`src/rtl/interp_pkg.sv`:
```
// Shared types and helpers for the pilot-gap interpolation step generator.
// Covers the FSM state encoding, accumulator sizing, rounding modes and output clamping.
package interp_pkg;

    typedef enum logic [1:0] {
        IDLE = 2'd0,
        CALC = 2'd1,
        EMIT = 2'd2
    } state_t;

    localparam int RND_FLOOR   = 0;
    localparam int RND_HALF_UP = 1;

    localparam int DW_DEFAULT    = 16;
    localparam int SHIFT_DEFAULT = 3;
    localparam int AW_DEFAULT    = DW_DEFAULT + SHIFT_DEFAULT + 1;

    // Accumulator width: one pilot, plus N steps of at most one pilot span each.
    function automatic int calc_aw(input int dw, input int shift);
        return dw + shift + 1;
    endfunction

    // Clamp a signed value into the range of a signed 'width'-bit number.
    function automatic logic signed [63:0] sat(input logic signed [63:0] value, input int width);
        logic signed [63:0] hi;
        logic signed [63:0] lo;
        hi = (64'sd1 <<< (width - 1)) - 64'sd1;
        lo = -hi - 64'sd1;
        if (value > hi) begin
            return hi;
        end else if (value < lo) begin
            return lo;
        end
        return value;
    endfunction

endpackage

```
`src/rtl/interp_lane.sv`:
```
// One I or Q lane: latches the pilot pair, derives the per-sample step and
// walks the accumulator, presenting a saturated view of it on data.
module interp_lane
    import interp_pkg::*;
#(
    parameter int DW    = 16,
    parameter int OW    = 16,
    parameter int SHIFT = 3,
    parameter int RND   = RND_FLOOR,
    parameter int AW    = calc_aw(DW, SHIFT)
) (
    input  logic          clk,
    input  logic          rst,
    input  logic          load,
    input  logic          calc,
    input  logic          advance,
    input  logic [DW-1:0] a,
    input  logic [DW-1:0] b,
    output logic [OW-1:0] data
);

    localparam int RND_ADD = (RND == RND_HALF_UP) ? (1 << (SHIFT - 1)) : 0;
    localparam logic signed [AW-1:0] OUT_HI = AW'(sat(64'sh7FFF_FFFF_FFFF_FFFF, OW));
    localparam logic signed [AW-1:0] OUT_LO = AW'(sat(-64'sh7FFF_FFFF_FFFF_FFFF - 64'sd1, OW));

    logic signed [AW-1:0]   acc_reg;
    logic signed [DW:0]     diff_reg;
    logic signed [AW-1:0]   step_reg;
    logic signed [DW+1:0]   diff_rnd;
    logic signed [DW+1:0]   step_shift;
    logic signed [DW-1:0]   a_s;
    logic signed [DW-1:0]   b_s;

    assign a_s = a;
    assign b_s = b;

    // Two guard bits so the rounding offset can never overflow the difference.
    assign diff_rnd   = (DW+2)'(diff_reg) + (DW+2)'(RND_ADD);
    assign step_shift = diff_rnd >>> SHIFT;

    always_ff @(posedge clk or posedge rst) begin
        if (rst) begin
            acc_reg  <= '0;
            diff_reg <= '0;
            step_reg <= '0;
        end else begin
            if (load) begin
                acc_reg  <= AW'(a_s);
                diff_reg <= (DW+1)'(b_s) - (DW+1)'(a_s);
            end else if (advance) begin
                acc_reg  <= acc_reg + step_reg;
            end
            if (calc) begin
                step_reg <= AW'(step_shift);
            end
        end
    end

    // Clamp only the presented sample; the accumulator keeps full precision.
    always_comb begin
        data = acc_reg[OW-1:0];
        if (acc_reg > OUT_HI) begin
            data = OUT_HI[OW-1:0];
        end else if (acc_reg < OUT_LO) begin
            data = OUT_LO[OW-1:0];
        end
    end

endmodule

```
`src/rtl/interp_step_gen.sv`:
```
// Interpolates 2^SHIFT samples between two consecutive pilot estimates on NCH
// parallel lanes; the FSM, sample counter and both handshakes live here.
module interp_step_gen
    import interp_pkg::*;
#(
    parameter int DW    = 16,
    parameter int OW    = 16,
    parameter int SHIFT = 3,
    parameter int NCH   = 2,
    parameter int RND   = RND_FLOOR
) (
    input  logic              clk,
    input  logic              rst,
    input  logic              in_valid,
    output logic              in_ready,
    input  logic [NCH*DW-1:0] pilot_a,
    input  logic [NCH*DW-1:0] pilot_b,
    output logic              out_valid,
    input  logic              out_ready,
    output logic [NCH*OW-1:0] out_data,
    output logic [SHIFT-1:0]  out_idx,
    output logic              out_last,
    output logic              busy
);

    localparam int AW = calc_aw(DW, SHIFT);
    localparam logic [SHIFT-1:0] K_LAST = '1;

    state_t           state_reg;
    logic [SHIFT-1:0] k_reg;
    logic [SHIFT-1:0] k_inc;
    logic             out_valid_reg;
    logic             out_last_reg;
    logic             busy_reg;
    logic             lane_load;
    logic             lane_calc;
    logic             lane_advance;

    assign k_inc        = k_reg + 1'b1;
    assign lane_load    = (state_reg == IDLE) && in_valid;
    assign lane_calc    = (state_reg == CALC);
    assign lane_advance = (state_reg == EMIT) && out_ready;

    always_ff @(posedge clk or posedge rst) begin
        if (rst) begin
            state_reg     <= IDLE;
            k_reg         <= '0;
            out_valid_reg <= 1'b0;
            out_last_reg  <= 1'b0;
            busy_reg      <= 1'b0;
        end else begin
            case (state_reg)
                IDLE: begin
                    if (in_valid) begin
                        state_reg <= CALC;
                        busy_reg  <= 1'b1;
                    end
                end
                CALC: begin
                    state_reg     <= EMIT;
                    k_reg         <= '0;
                    out_valid_reg <= 1'b1;
                    out_last_reg  <= 1'b0;
                end
                EMIT: begin
                    if (out_ready) begin
                        if (out_last_reg) begin
                            state_reg     <= IDLE;
                            k_reg         <= '0;
                            out_valid_reg <= 1'b0;
                            out_last_reg  <= 1'b0;
                            busy_reg      <= 1'b0;
                        end else begin
                            k_reg        <= k_inc;
                            out_last_reg <= (k_inc == K_LAST);
                        end
                    end
                end
                default: begin
                    state_reg     <= IDLE;
                    k_reg         <= '0;
                    out_valid_reg <= 1'b0;
                    out_last_reg  <= 1'b0;
                    busy_reg      <= 1'b0;
                end
            endcase
        end
    end

    // Gated by rst so the source sees no ready while the block is held in reset.
    assign in_ready  = (state_reg == IDLE) && !rst;
    assign out_valid = out_valid_reg;
    assign out_last  = out_last_reg;
    assign out_idx   = k_reg;
    assign busy      = busy_reg;

    generate
        for (genvar gi = 0; gi < NCH; gi++) begin : g_lane
            interp_lane #(
                .DW    (DW),
                .OW    (OW),
                .SHIFT (SHIFT),
                .RND   (RND),
                .AW    (AW)
            ) u_lane (
                .clk     (clk),
                .rst     (rst),
                .load    (lane_load),
                .calc    (lane_calc),
                .advance (lane_advance),
                .a       (pilot_a[gi*DW +: DW]),
                .b       (pilot_b[gi*DW +: DW]),
                .data    (out_data[gi*OW +: OW])
            );
        end
    endgenerate

endmodule

```
`config.mk`:
```
export PLATFORM = sky130hd
export DESIGN_NAME = interp_step_gen
export DESIGN_NICKNAME = d
export VERILOG_FILES = /design/src/rtl/interp_pkg.sv /design/src/rtl/interp_lane.sv /design/src/rtl/interp_step_gen.sv
export SDC_FILE = /design/constraint.sdc
export NUM_CORES = 1
export LEC_CHECK = 0
export CORE_ASPECT_RATIO = 1.25
export CORE_UTILIZATION = 45
export DETAILED_ROUTE_END_ITERATION = 12
export DONT_BUFFER_PORTS = 1
export PLACE_DENSITY_LB_ADDON = 0.25
export SLEW_MARGIN = 20
export SYNTH_ARGS = -nofsm -noshare
export SYNTH_HDL_FRONTEND = slang
export SYNTH_SLANG_ARGS = --single-unit
```
`constraint.sdc`:
```
create_clock -name clk -period 7.6 [get_ports clk]
set_clock_uncertainty 0.05 [all_clocks]
set_input_delay 1.14 -clock clk [delete_from_list [all_inputs] [get_ports clk]]
set_output_delay 1.14 -clock clk [all_outputs]
set_load 0.02 [all_outputs]
```
### Yosys cells after proc, flatten, opt, wreduce, memory -nomap -nowiden

Cells that the tools add are included.
Widths: inputs -> output; s select.

* add/subtract/negate cells: 5
* order comparisons: 4
* eq/ne operators: 6
* muxes and demuxes: 23
* bitwise logic cells: 2
* reduce and logical (&&, ||, !) cells: 10

Operator list (number)
* $mux 20: 4
* $mux 16: 4
* $add 20x14->20: 2
* $gt 20x16->1 const B: 2
* $lt 20x16->1 const B: 2
* $sub 16x16->17: 2
* $mux 2: 3
* $mux 3: 2
* $ne 2x2->1 const B: 3
* $pmux 1 s3: 2
* $pmux 2 s3: 1
* $pmux 3 s2: 1
* $reduce_and 3->1: 2
* $mux 1: 5
* $reduce_and 4->1: 1
* $add 3x1->3 const B: 1
* $eq 3x3->1 const B: 1
* $logic_and 1x1->1: 3
* $eq 2x1->1 const B: 1
* $eq 2x2->1 const B: 1
* $logic_not 2->1: 1
* $not 1->1: 2
* $pmux 1 s2: 1
* $reduce_and 2->1: 1
* 2 further kinds: 2

* register bits after elaboration: 110
* input bits: 68
* output and inout bits: 39
* word-level logic and storage cells: 61

### Depth between registers and ports, before layout

* depth in word-level cells: 5
* depth in mapped cells: 13
* mapped depth without buffers: 13

### By module

Synthesis repeated with hierarchy kept, for this count alone.

* cell total of the unflattened synthesis: 784
* area, all modules: 7424.6 um^2

By module, submodules not included
* interp_lane: times used 2, cells an instance 372, area an instance 3510.9 um^2, seq. area each 1201.2 um^2
* interp_step_gen: times used 1, cells an instance 40, area an instance 402.9 um^2, seq. area each 200.2 um^2

### Least setup slack after synthesis

OpenSTA, ideal clock, no wires.

* path kind: input -> register
* start point: input port pilot_a[6]
* end point: register g_lane[0].u_lane.diff_reg[15]
* setup time: 0.130 ns
* arrival time: 3.164 ns
* required time: 7.420 ns
* setup slack: 4.256 ns
* stages: 10
* path buffers: 0
* path through: inv_1 ha_1 o21a_1 o21a_1 o21a_1 a2111oi_4 nor3_1 a2111oi_2 xor2_1 o21ai_1

* cells in the longest elaborated chain, start to end: 1

RTL lines
* from (decl): line interp_step_gen.sv:16 `input logic [NCH*DW-1:0] pilot_a,`
* $sub 16x16->17: line interp_lane.sv:49 `diff_reg <= (DW+1)'(b_s) - (DW+1)'(a_s);`
* to (signal assigned): line interp_lane.sv:49
* to (decl): line interp_lane.sv:27 `logic signed [DW:0] diff_reg;`

Every way passes these cells.
A chain may end at the register's enable or synchronous reset.

### Final worst setup path

* start point: register g_lane[0].u_lane.acc_reg[19]
* end point: output port out_data[5]

* cells in the longest elaborated chain, start to end: 3
* elaborated cells between the ends (all ways): 4
* those cells by class: order compare (2); mux (2)

RTL lines
* from (decl): line interp_lane.sv:26 `logic signed [AW-1:0] acc_reg;`
* from (signal assigned): line interp_lane.sv:48 `acc_reg <= AW'(a_s);`
* from (signal assigned): line interp_lane.sv:51 `acc_reg <= acc_reg + step_reg;`
* $lt 20x16->1: line interp_lane.sv:64 `end else if (acc_reg < OUT_LO) begin`
* $mux 16: line interp_lane.sv:64
* $mux 16 *: line interp_lane.sv:62 `if (acc_reg > OUT_HI) begin`
* to (decl): line interp_step_gen.sv:20 `output logic [NCH*OW-1:0] out_data,`

Mark *: on every way between the ends. The rest lies on a longest branch, timed or not.

==> flow_summary.toml <==
[status]
outcome = "complete, no violations"

[die]
rows = 51
core_um2 = 15570
initial_core_util_pct = 45.92
num_io_pins = 107
fp.dieH_um = 142.9
die_x_um = 114.7
die_area_um2 = 16400

[power_and_ir_drop]
ir_drop_mv = 0.2455
power_uw = 3696
leakagePower_uw = 0.003555
power.density_nw_per_um2 = 480.6

[timing]
period_share_pct = 42.88
setup_viol = 0
hold_viol_final = 0
rsz0062_at_grt = "no"
worstMarginPinSlew_ns = 1.105
finalWorstSetupSlack_ns = 4.341
max_freq_ghz = 0.3068
slew_violations = 0
relSlewSlack_pct = 26.09
setup_tns_ns = 0
fin_crit_ns = 3.259

[synthesis]
synth.distinct_cells = 52
async_flop_share_pct = 100.0
yosysSeqAreaShare_pct = 36.40
syn_area_per_cell_um2 = 9.166
yosys_register_bits = 104
syn_nets = 920
synth_cells = 780
syn-cell-area_um2 = 7149
synth-warning-count = 0
synth_edf_count = 0
synth_ff_type = "dfrtp_1"

[clock_network]
post-cts-setup-buffers = 0
cts_sinks = 104
root_buffer = "clkbuf_16"
cts_buffers = 9
ctsHoldBuffers = 0
clk_pin_slew_ns = 0.07
cts_tree = "done"
cts_resized = 0
insertion_delay_ns = 0.34
clk_path_buf_depth = 2
htree_levels = 3

[route]
ant_nets = 0
vias = 5782
drc = 0
wirelength_mm = 17.98
wl_per_cell_um = 18.31
dr.pass1.iters = 5
drt-vias-per-instance = 5.888
drtIter0Drc = 272

[layout]
largest_reg_flops = 40
layout.nets = 906
multi_input_area_um2 = 4232
areaGrowthSynthToFinish_pct = 7.578
seq_area_um2 = 2603
fin_util_pct = 49.40
final_common_cell = "dfrtp_1"
fill_cells = 1508
diodes = 0
layout_common_cells = "dfrtp_1 (104), ha_1 (70), o21ai_0 (66)"
drive_above_1_share_pct = 8.571

[hold_path]
hp-start = "g_lane[1].u_lane.diff_reg[10]"
min_to = "g_lane[1].u_lane.diff_reg[10]"
hold_class = "register to register"
hold_path_depth = 2

[placed_design]
hpwl_mm = 13.22
place.gp.congestion = 0.8991
numPortBuffers = 0
place_ws_ns = 4.018

[setup_path]
slowest_delay_ns = 0.89
slowest_stage = "nor2_1"
criticalPathCategory = "register to output port"
end_kind = "output port"
cp_data_required_time_ns = 6.41
r2r_slack_ns = 4.47
startpoint_type = "register"
crit_fanout = 15
path_cells = "nor2_1, o21a_1"
crit_buf_inv = 0
r2r_end = "g_lane[1].u_lane.acc_reg[18]"
reg2reg_depth = 13
crit_family = "simple AND/OR/NAND/NOR gates"
worstPathArrival_ns = 2.07
reg2reg_from = "g_lane[1].u_lane.acc_reg[0]"

[grt]
grt_overflow = 0
grt_pass1_vias = 5941
grtUsageTotal_pct = 22.82
grt_pass1_wl_mm = 29.03
antenna_found_initial = 0
grt_max_degree = 63

[flow_run]
cap_violations = 0
[layer usage]
layer	track usage [%]	vias to the layer above	wire [µm]
li1	-	2777	-
met1	27.43	2806	7633
met2	41.50	177	9080
met3	3.268	22	940
met4	7.519	0	325
met5	0	-	0
[per-stage QoR]
stage	std cells	hold WS, ns	area, µm²
after floorplan	780	0.3946	7149
after global placement	967	0.4069	7355
after detailed placement	967	0.4167	7355
after CTS	982	0.4332	7689
after global routing	982	0.4465	7691
final	982	0.4238	7691
[worst max path at each step]
stage / start / cells past startpoint / to
4_1_cts: g_lane[1].u_lane.acc_reg[19] / 2 / out_data[25]
5_1_grt: g_lane[0].u_lane.acc_reg[19] / 2 / out_data[4]
6_report: g_lane[0].u_lane.acc_reg[19] / 2 / out_data[5]
3_5_place_dp: pilot_a[6] / 10 / g_lane[0].u_lane.diff_reg[15]
3_3_place_gp: pilot_a[6] / 10 / g_lane[0].u_lane.diff_reg[15]
2_1_floorplan: rst / 1 / busy
[synthesized netlist by cell type, drive strengths merged, types with 14 or more instances]
cell | instances | share of area, %
inv | 54 | 2.8
dfrtp | 104 | 36
nor2 | 37 | 1.9
nor3 | 19 | 1.3
clkbuf | 30 | 1.6
o21ai | 74 | 5.2
o21a | 39 | 4.1
a22oi | 26 | 2.7
mux2 | 29 | 4.6
xor2 | 32 | 3.9
a21oi | 46 | 3.3
xnor2 | 19 | 2.3
ha | 70 | 12
a21o | 14 | 1.5
nand2 | 66 | 3.5
[power by group]
group / internal, µW / leakage, µW / total (µW) / switching (µW)
combinational: 849 / 0.00212 / 2100 / 1250
sequential: 820 / 0.00127 / 1070 / 249
clock: 320 / 0.000165 / 527 / 207
[worst min-delay path, cell delays in order (launching register included)]
cell	delay, ns
dfrtp_1	0.34
nand2_1	0.04
o21ai_0	0.06
[cells by family (layout without fill, tap and decap cells)]
| family | Yosys count | in the layout | synth area share [%] |
|---|---|---|---|
| AOI/OAI and AO/OA | 250 | 250 | 22.98 |
| xor gates and xnor gates | 51 | 51 | 6.248 |
| adders and majority gates | 72 | 72 | 12.81 |
| buffers and inverters | 86 | 76 | 4.515 |
| DFF | 104 | 104 | 36.40 |
| muxes | 29 | 29 | 4.568 |
| and+or+nand+nor | 188 | 188 | 12.48 |
[area by class of cell]
type,count,area share [%]
Clock buffer,9,2.928
Clock inverter,6,1.415
Timing Repair Buffer,7,0.6833
Inverter,54,2.668
Sequential cell,104,33.84
Multi-Input combinational cell,590,55.02
Tap cell,212,3.449
No activity file was read; power rests on OpenSTA's default activity.
